===== src/rtl/dac_load_arbiter.sv =====
// Round-robin arbiter that shares one TLV5618 load controller among three requesters.
// It applies a per-load timeout and keeps shadow copies of the last DAC values loaded successfully.
module dac_load_arbiter #(
  parameter int TIMEOUT_CYCLES = 4096,
  parameter int TIMEOUT_WIDTH  = 13
) (
  input  logic        Clk,
  input  logic        reset_n,
  input  logic        Enable,
  input  logic [2:0]  ReqValid,
  input  logic [5:0]  ReqSelect,
  input  logic [35:0] ReqDac1Data,
  input  logic [35:0] ReqDac2Data,
  output logic [2:0]  ReqDone,
  output logic [2:0]  ReqError,
  output logic        DacLoadStart,
  output logic [1:0]  LoadDacSelect,
  output logic [11:0] Dac1Data,
  output logic [11:0] Dac2Data,
  input  logic        DacLoadDone,
  output logic        Busy,
  output logic [1:0]  GrantId,
  output logic [11:0] Shadow1,
  output logic [11:0] Shadow2,
  output logic        TimeoutSticky,
  input  logic        ClearError
);

  localparam logic [1:0] IDLE     = 2'd0;
  localparam logic [1:0] ISSUE    = 2'd1;
  localparam logic [1:0] WAIT     = 2'd2;
  localparam logic [1:0] COMPLETE = 2'd3;

  localparam logic [TIMEOUT_WIDTH-1:0] TERMINAL = TIMEOUT_WIDTH'(TIMEOUT_CYCLES - 1);

  logic [1:0]               state;
  logic [1:0]               rrPtr;
  logic [TIMEOUT_WIDTH-1:0] timeoutCnt;
  logic [TIMEOUT_WIDTH-1:0] cntInc;
  logic                     errFlag;
  logic                     timeoutHit;

  // Per-requester views, padded to four entries so a 2-bit index is always in range
  logic [1:0]  reqSel   [4];
  logic [11:0] reqData1 [4];
  logic [11:0] reqData2 [4];
  logic [3:0]  validPad;

  logic [1:0] cand0;
  logic [1:0] cand1;
  logic [1:0] cand2;
  logic [1:0] pick;
  logic       anyReq;

  genvar gi;
  generate
    for (gi = 0; gi < 3; gi++) begin : gUnpack
      assign reqSel[gi]   = ReqSelect[2*gi +: 2];
      assign reqData1[gi] = ReqDac1Data[12*gi +: 12];
      assign reqData2[gi] = ReqDac2Data[12*gi +: 12];
    end
  endgenerate

  assign reqSel[3]   = 2'b00;
  assign reqData1[3] = 12'd0;
  assign reqData2[3] = 12'd0;
  assign validPad    = {1'b0, ReqValid};

  function automatic logic [1:0] nextIdx(input logic [1:0] idx);
    return (idx == 2'd2) ? 2'd0 : idx + 2'd1;
  endfunction

  // Search order starts at the pointer and wraps modulo 3
  always_comb begin
    cand0  = rrPtr;
    cand1  = nextIdx(cand0);
    cand2  = nextIdx(cand1);
    anyReq = |ReqValid;
    if (validPad[cand0])      pick = cand0;
    else if (validPad[cand1]) pick = cand1;
    else                      pick = cand2;
  end

  assign cntInc     = timeoutCnt + TIMEOUT_WIDTH'(1);
  assign timeoutHit = (state == WAIT) && !DacLoadDone && (cntInc == TERMINAL);

  always_ff @(posedge Clk or negedge reset_n) begin
    if (!reset_n) begin
      state         <= IDLE;
      rrPtr         <= 2'd0;
      timeoutCnt    <= '0;
      errFlag       <= 1'b0;
      GrantId       <= 2'd0;
      LoadDacSelect <= 2'b00;
      Dac1Data      <= 12'd0;
      Dac2Data      <= 12'd0;
      Shadow1       <= 12'd0;
      Shadow2       <= 12'd0;
      TimeoutSticky <= 1'b0;
    end else begin
      // A timeout in the same cycle as ClearError leaves the flag set
      TimeoutSticky <= (TimeoutSticky & ~ClearError) | timeoutHit;
      case (state)
        IDLE: begin
          if (Enable && anyReq) begin
            GrantId       <= pick;
            LoadDacSelect <= reqSel[pick];
            Dac1Data      <= reqData1[pick];
            Dac2Data      <= reqData2[pick];
            if (reqSel[pick] == 2'b00) begin
              errFlag <= 1'b1;
              state   <= COMPLETE;
            end else begin
              errFlag <= 1'b0;
              state   <= ISSUE;
            end
          end
        end
        ISSUE: begin
          timeoutCnt <= '0;
          state      <= WAIT;
        end
        WAIT: begin
          timeoutCnt <= cntInc;
          if (DacLoadDone) begin
            errFlag <= 1'b0;
            state   <= COMPLETE;
            if (LoadDacSelect[0]) Shadow1 <= Dac1Data;
            if (LoadDacSelect[1]) Shadow2 <= Dac2Data;
          end else if (timeoutHit) begin
            errFlag <= 1'b1;
            state   <= COMPLETE;
          end
        end
        default: begin
          rrPtr <= nextIdx(GrantId);
          state <= IDLE;
        end
      endcase
    end
  end

  assign DacLoadStart = (state == ISSUE);
  assign Busy         = (state != IDLE);

  generate
    for (gi = 0; gi < 3; gi++) begin : gDone
      assign ReqDone[gi]  = (state == COMPLETE) && (GrantId == 2'(gi));
      assign ReqError[gi] = (state == COMPLETE) && (GrantId == 2'(gi)) && errFlag;
    end
  endgenerate

endmodule


===== config.mk =====
export PLATFORM = sky130hd
export DESIGN_NAME = dac_load_arbiter
export DESIGN_NICKNAME = d
export VERILOG_FILES = /design/src/rtl/dac_load_arbiter.sv
export SDC_FILE = /design/constraint.sdc
export NUM_CORES = 1
export LEC_CHECK = 0
export BUFFER_PORTS_ARGS = -buffer_cell sky130_fd_sc_hd__clkbuf_2
export CAP_MARGIN = 20
export CORE_AREA = 2 2 96 98
export CTS_BUF_LIST = sky130_fd_sc_hd__clkbuf_8
export DETAILED_ROUTE_END_ITERATION = 8
export DIE_AREA = 0 0 98 100
export PLACE_DENSITY = 0.73
export SLEW_MARGIN = 20
export SYNTH_ARGS = -nofsm -noshare
export SYNTH_HDL_FRONTEND = slang
export SYNTH_SLANG_ARGS = --single-unit

===== constraint.sdc =====
create_clock -name Clk -period 3.86 [get_ports Clk]
set_clock_uncertainty 0.05 [all_clocks]
set_input_delay 0.386 -clock Clk [delete_from_list [all_inputs] [get_ports Clk]]
set_output_delay 0.386 -clock Clk [all_outputs]
set_load 0.01 [all_outputs]

==> summary.md <==
| Metric | Value |
|---|---|
| Status | `complete, no violations` |
| Post-CTS Hold Buffers | `0` |
| Seq cells post-synth | `71` |
| First-pass GRT wire length | `15,500 µm` |
| Worst-path cell chain | `inv_1 -> ha_1 -> nand3_1 -> mux2_2` |
| Drt total wl | `9350 µm` |
| Fraction of registers with async set/reset | `1.00` |
| Gr busiest metal | `met2` |
| Slew HR | `0.418` |
| Main combinational cell family by area after synthesis | `compound AO/OA/AOI/OAI gates` |
| Avg Inst Size Synth | `10.3 µm²` |
| CP Class | `reg -> reg` |
| Mux cell area share after synthesis | `0.158` |
| Netlist cell types | `55` |
| Initial core utilization | `0.433` |
| Worst r2r src | `state[0]$_DFFE_PN0P_` |
| Htree depth | `3` |
| Number of port buffers | `146` |
| Slew Viols, Final | `0` |
| Postcts setup bufs | `0` |
| Area delta synth->final | `26.2%` |
| Initial antenna violation count | `0` |
| Synthesis Warnings | `0` |
| 1st-iter DRT viols | `158` |
| Die height | `100 µm` |
| Final net count | `602` |
| Area share of the largest cell type after synthesis | `0.461` |
| Sink Count | `71` |
| Largest net degree at the start of global routing | `72` |
| Seq. cell area | `1780 µm²` |
| XOR/XNOR share of the synthesized area | `0` |
| Slowest CP cell | `nand3_1` |
| Number of global-route vias before repair | `3,248` |
| Synth area leader | `dfrtp_1` |
| GR Util met1 | `0.243` |
| I/O pin count | `147` |
| Met2 Usage GRT | `0.331` |
| Max IR drop VDD | `0.000319 V` |
| PwrDens | `718 nW/µm²` |
| Critical path's largest stage delay | `0.63 ns` |
| Critical Path End Type | `flip-flop` |
| Fin. Hold Viols | `0` |
| R2R depth | `4` |
| Post-route insts no fill | `626` |
| Synth Instances | `372` |
| Clk root buf | `clkbuf_8` |
| Dominant cells by area after synthesis | `dfrtp_1, mux2_2, mux2i_1, nor2_1, nand2_1` |
| Sequential area share after synthesis | `0.461` |
| Vias | `3,272` |
| Die X | `98 µm` |
| CTS Buffer Depth | `2` |
| Placed Cells | `610` |
| TNS Setup | `0 ns` |
| Worst setup startpoint | `state[0]$_DFFE_PN0P_` |
| Placed instance area | `4630 µm²` |
| Synth Area in Adders | `0.0195` |
| Clk slew on worst S/H paths | `0.08 ns` |
| Inserted Clock Buffers | `9` |
| Total track usage | `0.196` |
| Core area | `8890 µm²` |
| Final setup vio count | `0` |
| Cell row count | `35` |
| Design Power | `3.49 mW` |
| CP Launch Type | `flip-flop` |
| Worst Hold Class | `in -> async` |
| Drt wl/cell | `14.9 µm` |
| CTS resizes | `0` |
| Vias per inst | `5.23` |
| Slew @ Worst Pin | `0.873 ns` |
| Leakage | `2.54 nW` |
| Footprint of the multi-input gates | `1930 µm²` |
| DIE AREA | `9800 µm²` |
| ANT cells | `0` |
| Period minus WS final | `2.36 ns` |
| Compound-gate portion of the synthesized area | `0.180` |
| Maxcap violations | `0` |
| Worst hold margin | `0.106 ns` |
| Gpl congestion | `0.899` |
| Worst Setup EP | `Shadow1[11]$_DFFE_PN0P_` |
| First-pass detailed-route iteration total | `4` |
| Post-Syn Area | `3850 µm²` |
| Worst-skew pair later-pin latency | `0.35 ns` |
| Critical Path AT | `2.54 ns` |
| RSZ-0062 raised after global routing | `no` |
| Share of cells above drive strength 1 | `0.412` |
| Met3 Usage GRT | `0.0460` |
| Dpl hpwl | `6970 µm` |
| Fin crit share | `0.611` |
| Total congestion overflow | `0` |
| Simple-gate portion of the synthesized area | `0.141` |
| CTS tree | `built` |
| Crit-path max FO | `19` |
| Final ANT Viol Nets | `0` |
| Top FF cell, synth | `dfrtp_1` |
| Syn Nets | `464` |
| DRC violations left | `0` |
| FILL cells | `794` |
| Number of flops mapped to enable cells by yosys | `0` |
| Design area | `4860 µm²` |
| Fmax | `424 MHz` |
| FF-to-FF setup slack | `1.50 ns` |
| Worst EP required | `4.04 ns` |
| Critical R2R Capture | `Shadow1[11]$_DFFE_PN0P_` |
## cell usage in the layout (no fill, tap or decap), types with 12 or more instances in the layout
cell,instances
clkbuf_2,145
dfrtp_1,71
nor2_1,33
nand2_1,31
mux2_2,28
mux2i_1,25
a21oi_1,21
o21ai_1,17
inv_1,12
a21o_1,12
## layer usage
layer / vias up / share of wire
li1: 1611 / -
met1: 1533 / 0.43
met2: 109 / 0.48
met3: 19 / 0.059
met4: 0 / 0.024
met5: - / 0
## report_power, final
group / internal (mW) / switching [mW]
Clock: 0.366 / 0.296
Sequential: 1.03 / 0.232
Combinational: 0.684 / 0.881
Total: 2.08 / 1.41
## worst max-delay path: cells and delay by family (launching register included)
family / cells / cell delay (ns)
fa+ha+maj: 1 / 0.58
buf+inv: 1 / 0.10
flops: 1 / 0.42
mux: 1 / 0.47
simple gates: 1 / 0.63
## cell type report
type,instances,share of cell area
flip-flops and latches,71,0.366
well taps,111,0.0286
clock buffers,9,0.0255
repair buffers,148,0.154
clock inverters,7,0.0198
inverters,11,0.00850
multi-input cells,269,0.398
## sequential cells by signal, indices dropped and copies added (netlist names)
name	count
Dac1Data	12
timeoutCnt	13
GrantId	2
cand0	2
TimeoutSticky	1
Shadow2	12
LoadDacSelect	2
errFlag	1
Dac2Data	12
Shadow1	12
state	2
## worst min path at each step
stage | from | endpoint | slack, ns
2_1_floorplan | reset_n | Dac1Data[0]$_DFFE_PN0P_ | 0.04
3_3_place_gp | Dac2Data[5]$_DFFE_PN0P_ | Dac2Data[5]$_DFFE_PN0P_ | 0.43
3_5_place_dp | Dac2Data[5]$_DFFE_PN0P_ | Dac2Data[5]$_DFFE_PN0P_ | 0.44
4_1_cts | reset_n | timeoutCnt[7]$_DFFE_PN0N_ | 0.14
5_1_grt | reset_n | Shadow2[0]$_DFFE_PN0P_ | 0.18
6_report | reset_n | timeoutCnt[9]$_DFFE_PN0N_ | 0.11
## per-stage QoR
| stage | setup WS [ns] | util |
|---|---|---|
| floorplan | 1.95 | - |
| global placement | 1.49 | 0.521 |
| detailed placement | 1.45 | 0.521 |
| CTS | 1.49 | 0.546 |
| global route | 1.28 | 0.546 |
| finish | 1.50 | 0.546 |
## cells in the mapped netlist, drive strengths merged, types with 9 or more instances
library cell and instances:
dfrtp 71, nor2 34, mux2 31, nand2 31, o21ai 29, mux2i 25
a21oi 22, a21o 12, buf 12, inv 11, a211oi 10, nand3 10
clkbuf 9
## cells by family (layout without fill, tap and decap cells)
family                   Yosys count  after routing
AND/OR/NAND/NOR                  108            108
AO/OA/AOI/OAI                     99             99
flip-flops                        71             71
multiplexers                      56             56
buffers and inverters             32            175
adder cells (fa/ha/maj)            6              6
No activity file was read; power rests on OpenSTA's default activity.
